`config.mk`:
```
export PLATFORM = sky130hd
export DESIGN_NAME = data_mem_arbiter
export DESIGN_NICKNAME = d
export VERILOG_FILES = /design/src/rtl/data_mem_arb_pkg.sv /design/src/rtl/rr_arbiter2.sv /design/src/rtl/data_mem_arbiter.sv
export SDC_FILE = /design/constraint.sdc
export NUM_CORES = 1
export LEC_CHECK = 0
export ABC_AREA = 1
export CAP_MARGIN = 25
export CORE_MARGIN = 5
export CORE_UTILIZATION = 38
export CTS_CLUSTER_DIAMETER = 60
export CTS_CLUSTER_SIZE = 25
export DETAILED_ROUTE_END_ITERATION = 8
export PLACE_DENSITY = 0.95
export SLEW_MARGIN = 20
export SYNTH_ARGS = -nofsm -noshare
export SYNTH_HDL_FRONTEND = slang
export SYNTH_SLANG_ARGS = --single-unit
```
`constraint.sdc`:
```
create_clock -name clk -period 4.2 [get_ports clk]
set_input_delay 0.84 -clock clk [delete_from_list [all_inputs] [get_ports clk]]
set_output_delay 0.84 -clock clk [all_outputs]
set_load 0.01 [all_outputs]
```
`src/rtl/data_mem_arb_pkg.sv`:
```
// Shared types and defaults for the two-port data memory arbiter.
package data_mem_arb_pkg;

  localparam int NUM_PORTS  = 2;
  localparam int DEF_ADDR_W = 16;
  localparam int DEF_DATA_W = 16;

  // ARB: free arbitration; LOCKn: port n owns the memory for a burst.
  typedef enum logic [1:0] {
    ARB   = 2'd0,
    LOCK0 = 2'd1,
    LOCK1 = 2'd2
  } arb_state_e;

endpackage

```
`src/rtl/rr_arbiter2.sv`:
```
// Combinational 2-way grant: round-robin priority when free, owner-first
// when locked, with a forced hand-over once the owner's burst is spent.
module rr_arbiter2 (
  input  logic [1:0] valid_i,
  input  logic       prio_i,
  input  logic       lock_act_i,
  input  logic       lock_owner_i,
  input  logic       force_rel_i,
  output logic [1:0] grant_o
);

  logic owner;
  logic other;

  assign owner = lock_owner_i;
  assign other = ~lock_owner_i;

  // Pick at most one port; grant is one-hot or zero.
  always_comb begin
    // NOTE: every always_comb output gets a default first so no path can infer a latch.
    grant_o = '0;
    if (lock_act_i) begin
      if (valid_i[owner] && !(force_rel_i && valid_i[other])) begin
        grant_o[owner] = 1'b1;
      end else if (valid_i[other]) begin
        grant_o[other] = 1'b1;
      end
    end else if (valid_i[0] && valid_i[1]) begin
      grant_o[prio_i] = 1'b1;
    end else begin
      grant_o = valid_i;
    end
  end

endmodule

```
`src/rtl/data_mem_arbiter.sv`:
```
// Arbiter/sequencer between the core load/store port (0), the DMA loader
// port (1) and the 8-word data memory. One access per cycle, registered
// response one cycle after acceptance, bounded burst locking.
module data_mem_arbiter
  import data_mem_arb_pkg::*;
#(
  parameter int ADDR_W    = DEF_ADDR_W,
  parameter int DATA_W    = DEF_DATA_W,
  parameter int MAX_BURST = 4
) (
  input  logic              clk,
  input  logic              rst,
  input  logic              rq_valid_0,
  output logic              rq_ready_0,
  input  logic              rq_we_0,
  input  logic              rq_lock_0,
  input  logic [ADDR_W-1:0] rq_addr_0,
  input  logic [DATA_W-1:0] rq_wdata_0,
  output logic              rsp_valid_0,
  output logic [DATA_W-1:0] rsp_rdata_0,
  input  logic              rq_valid_1,
  output logic              rq_ready_1,
  input  logic              rq_we_1,
  input  logic              rq_lock_1,
  input  logic [ADDR_W-1:0] rq_addr_1,
  input  logic [DATA_W-1:0] rq_wdata_1,
  output logic              rsp_valid_1,
  output logic [DATA_W-1:0] rsp_rdata_1,
  output logic [ADDR_W-1:0] mem_access_addr,
  output logic [DATA_W-1:0] mem_write_data,
  output logic              mem_write_en,
  output logic              mem_read,
  input  logic [DATA_W-1:0] mem_read_data
);

  localparam int CNT_W = $clog2(MAX_BURST + 1);

  arb_state_e              state_q, state_d;
  logic                    prio_q, prio_d;
  logic [CNT_W-1:0]        burst_cnt_q, burst_cnt_d;
  logic [NUM_PORTS-1:0]    rsp_valid_q, rsp_valid_d;
  logic [DATA_W-1:0]       rsp_rdata0_q, rsp_rdata0_d;
  logic [DATA_W-1:0]       rsp_rdata1_q, rsp_rdata1_d;

  logic [NUM_PORTS-1:0]    grant_raw;
  logic [NUM_PORTS-1:0]    grant;
  logic                    any_grant;
  logic                    sel;
  logic                    sel_we;
  logic                    sel_lock;
  logic                    force_rel;

  assign force_rel = (burst_cnt_q == CNT_W'(MAX_BURST));

  rr_arbiter2 u_arb (
    .valid_i      ({rq_valid_1, rq_valid_0}),
    .prio_i       (prio_q),
    .lock_act_i   (state_q != ARB),
    .lock_owner_i (state_q == LOCK1),
    .force_rel_i  (force_rel),
    .grant_o      (grant_raw)
  );

  // Nothing is granted during reset, so the memory sees no write that cycle.
  assign grant      = rst ? '0 : grant_raw;
  assign any_grant  = |grant;
  assign sel        = grant[1];
  assign sel_we     = sel ? rq_we_1   : rq_we_0;
  assign sel_lock   = sel ? rq_lock_1 : rq_lock_0;
  assign rq_ready_0 = grant[0];
  assign rq_ready_1 = grant[1];

  // Route the granted port to the memory; idle bus drives all zeros.
  always_comb begin
    mem_access_addr = '0;
    mem_write_data  = '0;
    mem_write_en    = 1'b0;
    mem_read        = 1'b0;
    if (any_grant) begin
      mem_access_addr = sel ? rq_addr_1  : rq_addr_0;
      mem_write_data  = sel ? rq_wdata_1 : rq_wdata_0;
      mem_write_en    = sel_we;
      mem_read        = ~sel_we;
    end
  end

  // Next state, priority and burst count; any idle cycle drops the lock.
  always_comb begin
    state_d     = ARB;
    burst_cnt_d = '0;
    prio_d      = prio_q;
    if (any_grant) begin
      prio_d = ~sel;
      if (sel_lock) begin
        state_d = sel ? LOCK1 : LOCK0;
        if (state_q != state_d) begin
          burst_cnt_d = CNT_W'(1);
        end else if (force_rel) begin
          burst_cnt_d = burst_cnt_q;
        end else begin
          burst_cnt_d = burst_cnt_q + CNT_W'(1);
        end
      end
    end
  end

  // Capture the response of the access accepted this cycle.
  always_comb begin
    rsp_valid_d  = grant;
    rsp_rdata0_d = rsp_rdata0_q;
    rsp_rdata1_d = rsp_rdata1_q;
    if (grant[0]) rsp_rdata0_d = rq_we_0 ? '0 : mem_read_data;
    if (grant[1]) rsp_rdata1_d = rq_we_1 ? '0 : mem_read_data;
  end

  // State and response registers with synchronous reset.
  always_ff @(posedge clk) begin
    // NOTE: sequential state uses non-blocking assignment so all registers update together.
    if (rst) begin
      state_q      <= ARB;
      prio_q       <= 1'b0;
      burst_cnt_q  <= '0;
      rsp_valid_q  <= '0;
      rsp_rdata0_q <= '0;
      rsp_rdata1_q <= '0;
    end else begin
      state_q      <= state_d;
      prio_q       <= prio_d;
      burst_cnt_q  <= burst_cnt_d;
      rsp_valid_q  <= rsp_valid_d;
      rsp_rdata0_q <= rsp_rdata0_d;
      rsp_rdata1_q <= rsp_rdata1_d;
    end
  end

  assign rsp_valid_0 = rsp_valid_q[0];
  assign rsp_valid_1 = rsp_valid_q[1];
  assign rsp_rdata_0 = rsp_rdata0_q;
  assign rsp_rdata_1 = rsp_rdata1_q;

endmodule

```
==> results of run 1 <==
logic make-up (layout without fill, tap and decap cells):
| kind of cell | count (synthesis) | in the layout |
|---|---|---|
| buffers and inverters | 54 | 205 |
| XOR/XNOR | 1 | 1 |
| AND/OR/NAND/NOR | 171 | 171 |
| flip-flops | 40 | 40 |
| adder cells (fa/ha/maj) | 2 | 2 |
| AO/OA/AOI/OAI | 70 | 70 |
cell type report:
type	instances	area share
well taps	75	0.0236
clock buffers	7	0.0242
inverters	34	0.0339
repair buffers	163	0.409
clock inverters	1	0.00754
flip-flops and latches	40	0.201
multi-input cells	244	0.301
how the worst max path moves through the flow:
stage                         endpoint  startpoint  depth (start not counted)  slack (ps)
floorplan           mem_access_addr[0]  rq_valid_0                          9        1550
global placement          mem_write_en  rq_valid_0                         12         360
detailed placement        mem_write_en  rq_valid_0                         12         300
CTS                       mem_write_en  rq_valid_0                         12         290
global route              mem_write_en  rq_valid_0                         12          90
finish                    mem_write_en  rq_valid_0                         12         290
state kept, by name (all words and copies together) (netlist names):
register     flops
rsp_rdata_0     16
rsp_rdata_1     16
burst_cnt_q      3
rsp_valid_q      2
state_q          2
prio_q           1
layout by cell type (no fill, tap or decap), drive strengths merged, types with 2 or more instances in the layout:
| cell | count |
|---|---|
| clkdlybuf4s50 | 157 |
| dfxtp | 40 |
| o21ai | 50 |
| a21oi | 20 |
| ha | 2 |
| buf | 6 |
| nand3 | 20 |
| clkbuf | 7 |
| nand2 | 122 |
| nand3b | 2 |
| inv | 34 |
| nor2 | 26 |
layer usage:
| layer | wire, um | part of all wire | vias to the layer above | track usage |
|---|---|---|---|---|
| met4 | 203 | 0.026 | 0 | 0.0722 |
| met3 | 558 | 0.071 | 18 | 0.0492 |
| met5 | 0 | 0 | - | 0 |
| met1 | 3140 | 0.40 | 1207 | 0.237 |
| li1 | - | - | 1361 | - |
| met2 | 3940 | 0.50 | 106 | 0.345 |
power groups by stage:
| stage | sequential (mW) | clock (mW) | combinational, mW |
|---|---|---|---|
| 6_report | 0.421 | 0.340 | 0.497 |
| 5_1_grt | 0.424 | 0.365 | 0.541 |
| 4_1_cts | 0.421 | 0.347 | 0.502 |
| 3_5_place_dp | 0.430 | 0 | 0.500 |
| 3_3_place_gp | 0.429 | 0 | 0.490 |
| 2_1_floorplan | 0.439 | 0 | 0.228 |
worst register-to-register path, delay by kind of cell (launching register included):
family	cells	cell delay (ps)
simple gates	7	800
buf+inv	3	430
flops	1	380
fa+ha+maj	1	210
compound gates	1	150
per-stage QoR:
stage	power (mW)	hold WS (ps)	cells	area (um2)	setup slack, ps
after global routing	1.33	496	564	3980	90.4
after floorplan	0.667	431	338	2250	1550
after global placement	0.920	452	556	3860	359
after detailed placement	0.930	466	556	3860	299
final	1.26	474	564	3980	294
after CTS	1.27	477	564	3980	289
==> impl_summary.txt, run 1 <==
----------------------------------------------------
[Place]
  I/O Buffers ... 157
  Placer's final routability congestion estimate ... about 0.78
  Post-DP HPWL ... 6210 um

[STA]
  Maximum clock frequency ... approximately 260 MHz
  Slew margin rel. ... 0.735
  Slew at the pin with the worst max-slew slack ... 397 ps
  # setup viols final ... 0
  Setup Total Neg Slack ... 0 ps
  Tcrit/Tclk final ... 0.930
  Worst setup skew after layout ... 2.66 ps
  Max-slew violation count ... 0
  RSZ-0062 raised after global routing ... false
  Hold Fails Final Rpt ... 0
  Final critical delay including setup and external delays ... between 3000 and 4000 ps

[Yosys]
  Most frequently used flop master after synthesis ... sky130_fd_sc_hd__dfxtp_1
  Combinational family with the most area after synthesis ... simple AND/OR/NAND/NOR gates
  Adder and majority gate portion of the synthesized area ... 0.0111
  Cell types with the highest counts after synthesis ... sky130_fd_sc_hd__nand2_1 (106), sky130_fd_sc_hd__dfxtp_1 (40), sky130_fd_sc_hd__inv_1 (31), sky130_fd_sc_hd__o21ai_1 (30), sky130_fd_sc_hd__nor2_1 (25)
  Top cell type by total area after synthesis ... sky130_fd_sc_hd__dfxtp_1
  Area fraction in compound gates after synthesis ... 0.187
  Largest cells by area after synthesis ... sky130_fd_sc_hd__dfxtp_1 (36%), sky130_fd_sc_hd__nand2_1 (18%), sky130_fd_sc_hd__o21ai_1 (6.7%)
  Post-Synthesis Net Count ... 428
  Most repeated cell in the gate-level netlist after synthesis ... sky130_fd_sc_hd__nand2_1
  Number of flops mapped to enable cells by yosys ... 0
  #FFs+latches synth ... 40
  Post-synthesis simple-gate area fraction ... 0.329
  Total number of yosys warnings ... 0
  Share of cell area taken by muxes after synthesis ... 0
  Netlist cell types ... 28
  Synthesized instance count ... 338
  Average instance area after synthesis ... roughly 6.7 um2
  Post-synthesis share of cell area spent on xor and xnor gates ... 0.00389
  Post-synth top area share ... 0.356
  Cell area after synthesis ... 2250 um2
  Share of flip-flops with an asynchronous set or reset after synthesis ... 0
  Share of synthesized area occupied by flip-flops and latches ... 0.356

[Routing]
  Vias per inst ... about 4.8
  Drt first pass iters ... 4
  Average routed wire per standard cell ... 13.9 um
  Total via count after detailed routing ... 2,692
  Detailed router's first-iteration violation count ... 117
  Final wirelength ... 7840 um
  Remaining routing DRC violations ... 0
  Remaining antenna violation count ... 0

[Clocking]
  Total number of H-tree levels ... 2
  Clock-pin slew on the worst setup and hold paths ... approximately 70 ps
  CTS Buf Count ... 5
  CTS root buffer ... sky130_fd_sc_hd__clkbuf_8
  Number of cells upsized or downsized after cts ... 0
  Clock buffer depth ... 2
  Clock sinks ... 40
  Clock tree from TritonCTS ... yes
  Post-CTS setup repair buffer count ... 0
  # hold bufs at CTS ... 0
  Clock latency on the worst-skew pair ... 280 ps

[Setup path]
  Dominant delay contributor by cell family on the critical path ... buffers and inverters
  Cell with the largest stage delay on the worst path ... sky130_fd_sc_hd__clkdlybuf4s50_1
  Number of buffer and inverter instances along the worst setup path ... 4
  Chain of cells forming the critical path ... clkdlybuf4s50_1 -> nand2_1 -> nor2_2 -> inv_1 -> nand2_2 -> nand3_1 -> nand2_2 -> nand2_4 -> nand2_1 -> inv_1 -> nor2_1 -> clkdlybuf4s50_1
  Critical path class ... in -> out
  Crit path max fanout ... 36
  R2R setup slack ... 2170 ps
  Crit path DAT ... 3070 ps
  Number of cells traversed by the worst register-to-register path ... 12
  Endpoint of the most critical register-to-register path ... rsp_rdata_0[3]
  Req. time, crit path ... 3360 ps
  CP Capture Type ... output pin
  Critical Path Start Type ... input port
  Largest stage delay, worst path ... approximately 560 ps
  Startpoint of the worst register-to-register path ... burst_cnt_q[0]

[Hold path]
  Class of the worst hold path ... reg -> reg
  Cell depth of the worst min-delay path ... 2
  Startpoint of the worst hold path ... rsp_rdata_0[0]
  Worst-case hold path end point ... rsp_rdata_0[0]

[Floorplan]
  Die span in y ... 87.0 um
  Initial Util ... 0.385
  Number of standard-cell rows in the floorplan ... 28
  Width of the die ... ~87 um
  Die Area ... 7570 um2
  Core Box Area ... 5850 um2
  IO Count ... 158

[Pwr]
  Net switching component of the power ... between 300 and 400 uW
  Pint ... between 800 and 900 uW
  Worst ir drop on vdd ... 0.273 mV
  Clock power frac ... 0.270
  Leakage power figure ... approximately 1.6 nW
  Net switching fraction of the power ... 0.305
  Total power density per cell area ... 316 nW/um2
  Sequential share of power ... 0.334
  Proportion of power drawn by combinational gates ... 0.395

[Cells and area]
  Layout Utilization ... 0.681
  Diodes inserted ... 0
  Final net count ... between 500 and 600
  Number of fill cells ... 487
  Area added between synthesis and finish ... 76.8%
  Fraction of final layout cells with drive strength greater than 1 ... 0.110
  Sequential cell area ... between 800 and 900 um2
  Footprint of the multi-input gates ... 1200 um2

[Outcome]
  Run status ... finished, final reports clean

[Global route]
  Gr ovfl total ... 0
  Pin count of the biggest net entering global routing ... 37
  Number of antenna violations at the first check in global routing ... 0
  Vias in the first global route ... 2,559
  GR Util All Layers ... 0.199
  Global-route wire length before repair ... 12,100 um

[Run]
  Max cap viols ... 0

----------------------------------------------------
No activity file was read; power rests on OpenSTA's default activity.
==> inputs of run 2 (changes only) <==
CORE_UTILIZATION = 37   (was 38)
CTS_CLUSTER_SIZE = 40   (was 25)
PLACE_DENSITY = 0.88   (was 0.95)
SYNTH_HIERARCHICAL = 1   (was unset)
==> impl_summary.txt, run 2 <==
----------------------------------------------------
[Yosys]
  Most frequently used flop master after synthesis ... sky130_fd_sc_hd__dfxtp_1 (unchanged)
  Share of cell area taken by muxes after synthesis ... 0 (unchanged)
  Total number of yosys warnings ... 6 (was 0)
  Post-synthesis share of cell area spent on xor and xnor gates ... 0.00412 (was 0.00389)
  #FFs+latches synth ... 40 (unchanged)
  Area fraction in compound gates after synthesis ... 0.221 (was 0.187)
  Share of flip-flops with an asynchronous set or reset after synthesis ... 0 (unchanged)
  Share of synthesized area occupied by flip-flops and latches ... 0.377 (was 0.356)
  Cell types with the highest counts after synthesis ... sky130_fd_sc_hd__nand2_1 (90), sky130_fd_sc_hd__a21oi_1 (49), sky130_fd_sc_hd__dfxtp_1 (40), sky130_fd_sc_hd__inv_1 (33), sky130_fd_sc_hd__nor2_1 (29) (was sky130_fd_sc_hd__nand2_1 (106), sky130_fd_sc_hd__dfxtp_1 (40), sky130_fd_sc_hd__inv_1 (31), sky130_fd_sc_hd__o21ai_1 (30), sky130_fd_sc_hd__nor2_1 (25))
  Synthesized instance count ... 329 (was 338)
  Cell area after synthesis ... 2130 um2 (was 2250 um2)
  Average instance area after synthesis ... 6.46 um2 (was 6.66 um2)
  Post-synth top area share ... 0.377 (was 0.356)
  Netlist cell types ... 21 (was 28)
  Post-Synthesis Net Count ... 419 (was 428)
  Number of flops mapped to enable cells by yosys ... 0 (unchanged)
  Largest cells by area after synthesis ... sky130_fd_sc_hd__dfxtp_1 (38%), sky130_fd_sc_hd__nand2_1 (16%), sky130_fd_sc_hd__a21oi_1 (12%) (was sky130_fd_sc_hd__dfxtp_1 (36%), sky130_fd_sc_hd__nand2_1 (18%), sky130_fd_sc_hd__o21ai_1 (6.7%))
  Top cell type by total area after synthesis ... sky130_fd_sc_hd__dfxtp_1 (unchanged)
  Post-synthesis simple-gate area fraction ... 0.278 (was 0.329)
  Most repeated cell in the gate-level netlist after synthesis ... sky130_fd_sc_hd__nand2_1 (unchanged)
  Combinational family with the most area after synthesis ... simple AND/OR/NAND/NOR gates (unchanged)
  Adder and majority gate portion of the synthesized area ... 0.0118 (was 0.0111)

[Place]
  Post-DP HPWL ... 7000 um (was 6210 um)
  Placer's final routability congestion estimate ... 0.931 (was 0.778)
  Cell area after placement ... 3800 um2 (was 3860 um2)
  I/O Buffers ... 157 (unchanged)
  Count of placed standard cells including taps ... 549 (was 556)

[Floorplan]
  Core Box Area ... 5540 um2 (was 5850 um2)
  IO Count ... 158 (unchanged)
  Number of standard-cell rows in the floorplan ... 27 (was 28)
  Die span in y ... 85.8 um (was 87.0 um)
  Width of the die ... 85.8 um (was 87.0 um)
  Initial Util ... 0.384 (was 0.385)
  Die Area ... 7360 um2 (was 7570 um2)

[Clocking]
  Clock-pin slew on the worst setup and hold paths ... 70 ps (about the same)
  Clock tree from TritonCTS ... yes (unchanged)
  CTS root buffer ... sky130_fd_sc_hd__clkbuf_8 (unchanged)
  Clock buffer depth ... 2 (unchanged)
  # hold bufs at CTS ... 0 (unchanged)
  Total number of H-tree levels ... 2 (unchanged)
  Clock sinks ... 40 (unchanged)
  CTS Buf Count ... 5 (unchanged)
  Clock latency on the worst-skew pair ... 290 ps (was 280 ps)

[Pwr]
  Leakage power figure ... 1.70 nW (was 1.65 nW)
  Total power density per cell area ... 304 nW/um2 (was 316 nW/um2)
  Sequential share of power ... 0.370 (was 0.334)
  Proportion of power drawn by combinational gates ... 0.428 (was 0.395)
  Worst ir drop on vdd ... 0.286 mV (was 0.273 mV)
  Net switching component of the power ... 385 uW (was 384 uW)
  Net switching fraction of the power ... 0.326 (was 0.305)
  Clock power frac ... 0.202 (was 0.270)
  Pint ... 797 uW (was 874 uW)

[STA]
  Slew margin rel. ... 0.646 (was 0.735)
  RSZ-0062 raised after global routing ... false (unchanged)
  Tcrit/Tclk final ... 0.961 (was 0.930)
  Worst setup skew after layout ... 8.02 ps (was 2.66 ps)
  Hold Fails Final Rpt ... 0 (unchanged)
  Slew at the pin with the worst max-slew slack ... 530 ps (was 397 ps)
  Final critical delay including setup and external delays ... 4040 ps (was 3910 ps)
  Maximum clock frequency ... 248 MHz (was 256 MHz)
  # setup viols final ... 0 (unchanged)
  Setup Total Neg Slack ... 0 ps (unchanged)
  Max-slew violation count ... 0 (unchanged)
  Worst Hold Slack ... 485 ps (was 474 ps)

[Cells and area]
  Final net count ... 574 (was 578)
  Area added between synthesis and finish ... 82.9% (was 76.8%)
  Diodes inserted ... 0 (unchanged)
  Area of all placed cells without fillers ... 3890 um2 (was 3980 um2)
  Final non-filler cell total ... 556 (was 564)
  Fraction of final layout cells with drive strength greater than 1 ... 0.0744 (was 0.110)
  Commonest cells after routing, fill and taps aside ... sky130_fd_sc_hd__clkdlybuf4s50_1 (153), sky130_fd_sc_hd__nand2_1 (90), sky130_fd_sc_hd__a21oi_1 (49) (was sky130_fd_sc_hd__clkdlybuf4s50_1 (157), sky130_fd_sc_hd__nand2_1 (106), sky130_fd_sc_hd__dfxtp_1 (40))
  Commonest non-fill, non-tap cell in the layout ... sky130_fd_sc_hd__clkdlybuf4s50_1 (unchanged)

[Routing]
  Total via count after detailed routing ... 2,688 (was 2,692)
  Remaining antenna violation count ... 0 (unchanged)
  Remaining routing DRC violations ... 0 (unchanged)
  Final wirelength ... 8810 um (was 7840 um)
  Detailed router's first-iteration violation count ... 162 (was 117)
  Vias per inst ... 4.83 (was 4.77)
  Drt first pass iters ... 4 (unchanged)
  Average routed wire per standard cell ... 15.8 um (was 13.9 um)

[Setup path]
  Crit-path most repeated cell ... sky130_fd_sc_hd__nand2_1
  Cell with the largest stage delay on the worst path ... sky130_fd_sc_hd__clkdlybuf4s50_1 (unchanged)
  Crit path max fanout ... 13 (was 36)
  Largest stage delay, worst path ... 570 ps (was 560 ps)
  Chain of cells forming the critical path ... clkdlybuf4s50_1 -> nand2_1 -> nand2_2 -> nand3_2 -> nand2_1 -> nand2_1 -> nand2_1 -> inv_2 -> nor2_4 -> buf_4 -> nand2_1 -> a21oi_1 -> clkdlybuf4s50_1 (was clkdlybuf4s50_1 -> nand2_1 -> nor2_2 -> inv_1 -> nand2_2 -> nand3_1 -> nand2_2 -> nand2_4 -> nand2_1 -> inv_1 -> nor2_1 -> clkdlybuf4s50_1)
  Critical Path Start Type ... input port (unchanged)
  Critical path class ... in -> out (unchanged)
  Crit path DAT ... 3200 ps (was 3070 ps)
  Req. time, crit path ... 3360 ps (about the same)
  CP Capture Type ... output pin (unchanged)
  Number of cells traversed by the worst register-to-register path ... 16 (was 12)

[Global route]
  GR Util All Layers ... 0.230 (was 0.199)
  Gr ovfl total ... 0 (unchanged)
  Vias in the first global route ... 2,669 (was 2,559)
  Number of antenna violations at the first check in global routing ... 0 (unchanged)
  Global-route wire length before repair ... 13,500 um (was 12,100 um)
  Pin count of the biggest net entering global routing ... 33 (was 37)

[Run]
  Max cap viols ... 0 (unchanged)

[Outcome]
  Run status ... finished, final reports clean (unchanged)

[Hold path]
  Cell depth of the worst min-delay path ... 2 (unchanged)
  Class of the worst hold path ... reg -> reg (unchanged)

----------------------------------------------------
[run 2: path summary, 6_finish.rpt]
check	start	endpoint	slack [ps]
setup reg to reg	burst_cnt_q[0]	burst_cnt_q[1]	1950
hold / removal	rsp_rdata_1[3]	rsp_rdata_1[3]	490
hold reg to reg	rsp_rdata_1[3]	rsp_rdata_1[3]	490
setup / recovery	rq_valid_1	mem_access_addr[14]	160
[run 2: cells by family after synthesis]
| group | Yosys count |
|---|---|
| compound gates | 85 |
| xor+xnor | 1 |
| fa+ha+maj | 2 |
| buf+inv | 56 |
| flops | 40 |
| simple gates | 145 |
[run 2: timing repair]
item                                    4_1_cts  5_1_grt
resized for setup                             0        4
endpoints found under the setup margin        0        4
buffers inserted                              0        0
[run 2: area by class of cell]
| class | instances | area [um2] |
|---|---|---|
| Clock buffer | 5 | 68.8 |
| Timing Repair Buffer | 167 | 1680 |
| Inverter | 37 | 139 |
| Sequential cell | 40 | 801 |
| Tap cell | 72 | 90.1 |
| Clock inverter | 2 | 12.5 |
| Multi-Input combinational cell | 233 | 1090 |
| Fill cell | 483 | 1650 |
[run 2: per-layer routing]
metal | global-route usage | routed length [um] | up-vias
met2 | 0.432 | 4720 | 91
li1 | - | - | 1357
met5 | 0 | 0 | -
met1 | 0.259 | 3390 | 1226
met3 | 0.0461 | 488 | 14
met4 | 0.0705 | 209 | 0
[run 2: per-stage QoR]
stage | util | power [mW] | setup WS (ps)
floorplan | - | 0.655 | 1340
finish | 0.702 | 1.18 | 162
detailed placement | 0.685 | 0.951 | 216
global placement | 0.685 | 0.937 | 308
CTS | 0.700 | 1.19 | 205
global route | 0.702 | 1.25 | 0.0429
[run 2: critical path, delay by kind of cell]
| kind | cells | cell delay, ps |
|---|---|---|
| AOI/OAI and AO/OA | 1 | 170 |
| and+or+nand+nor | 8 | 750 |
| buffers and inverters | 4 | 1420 |
[run 2: power by group through the flow]
stage	combinational [mW]	sequential, mW	clock (mW)
3_3_place_gp	0.493	0.444	0
5_1_grt	0.545	0.442	0.262
2_1_floorplan	0.195	0.460	0
3_5_place_dp	0.506	0.445	0
4_1_cts	0.509	0.437	0.247
6_report	0.505	0.437	0.239
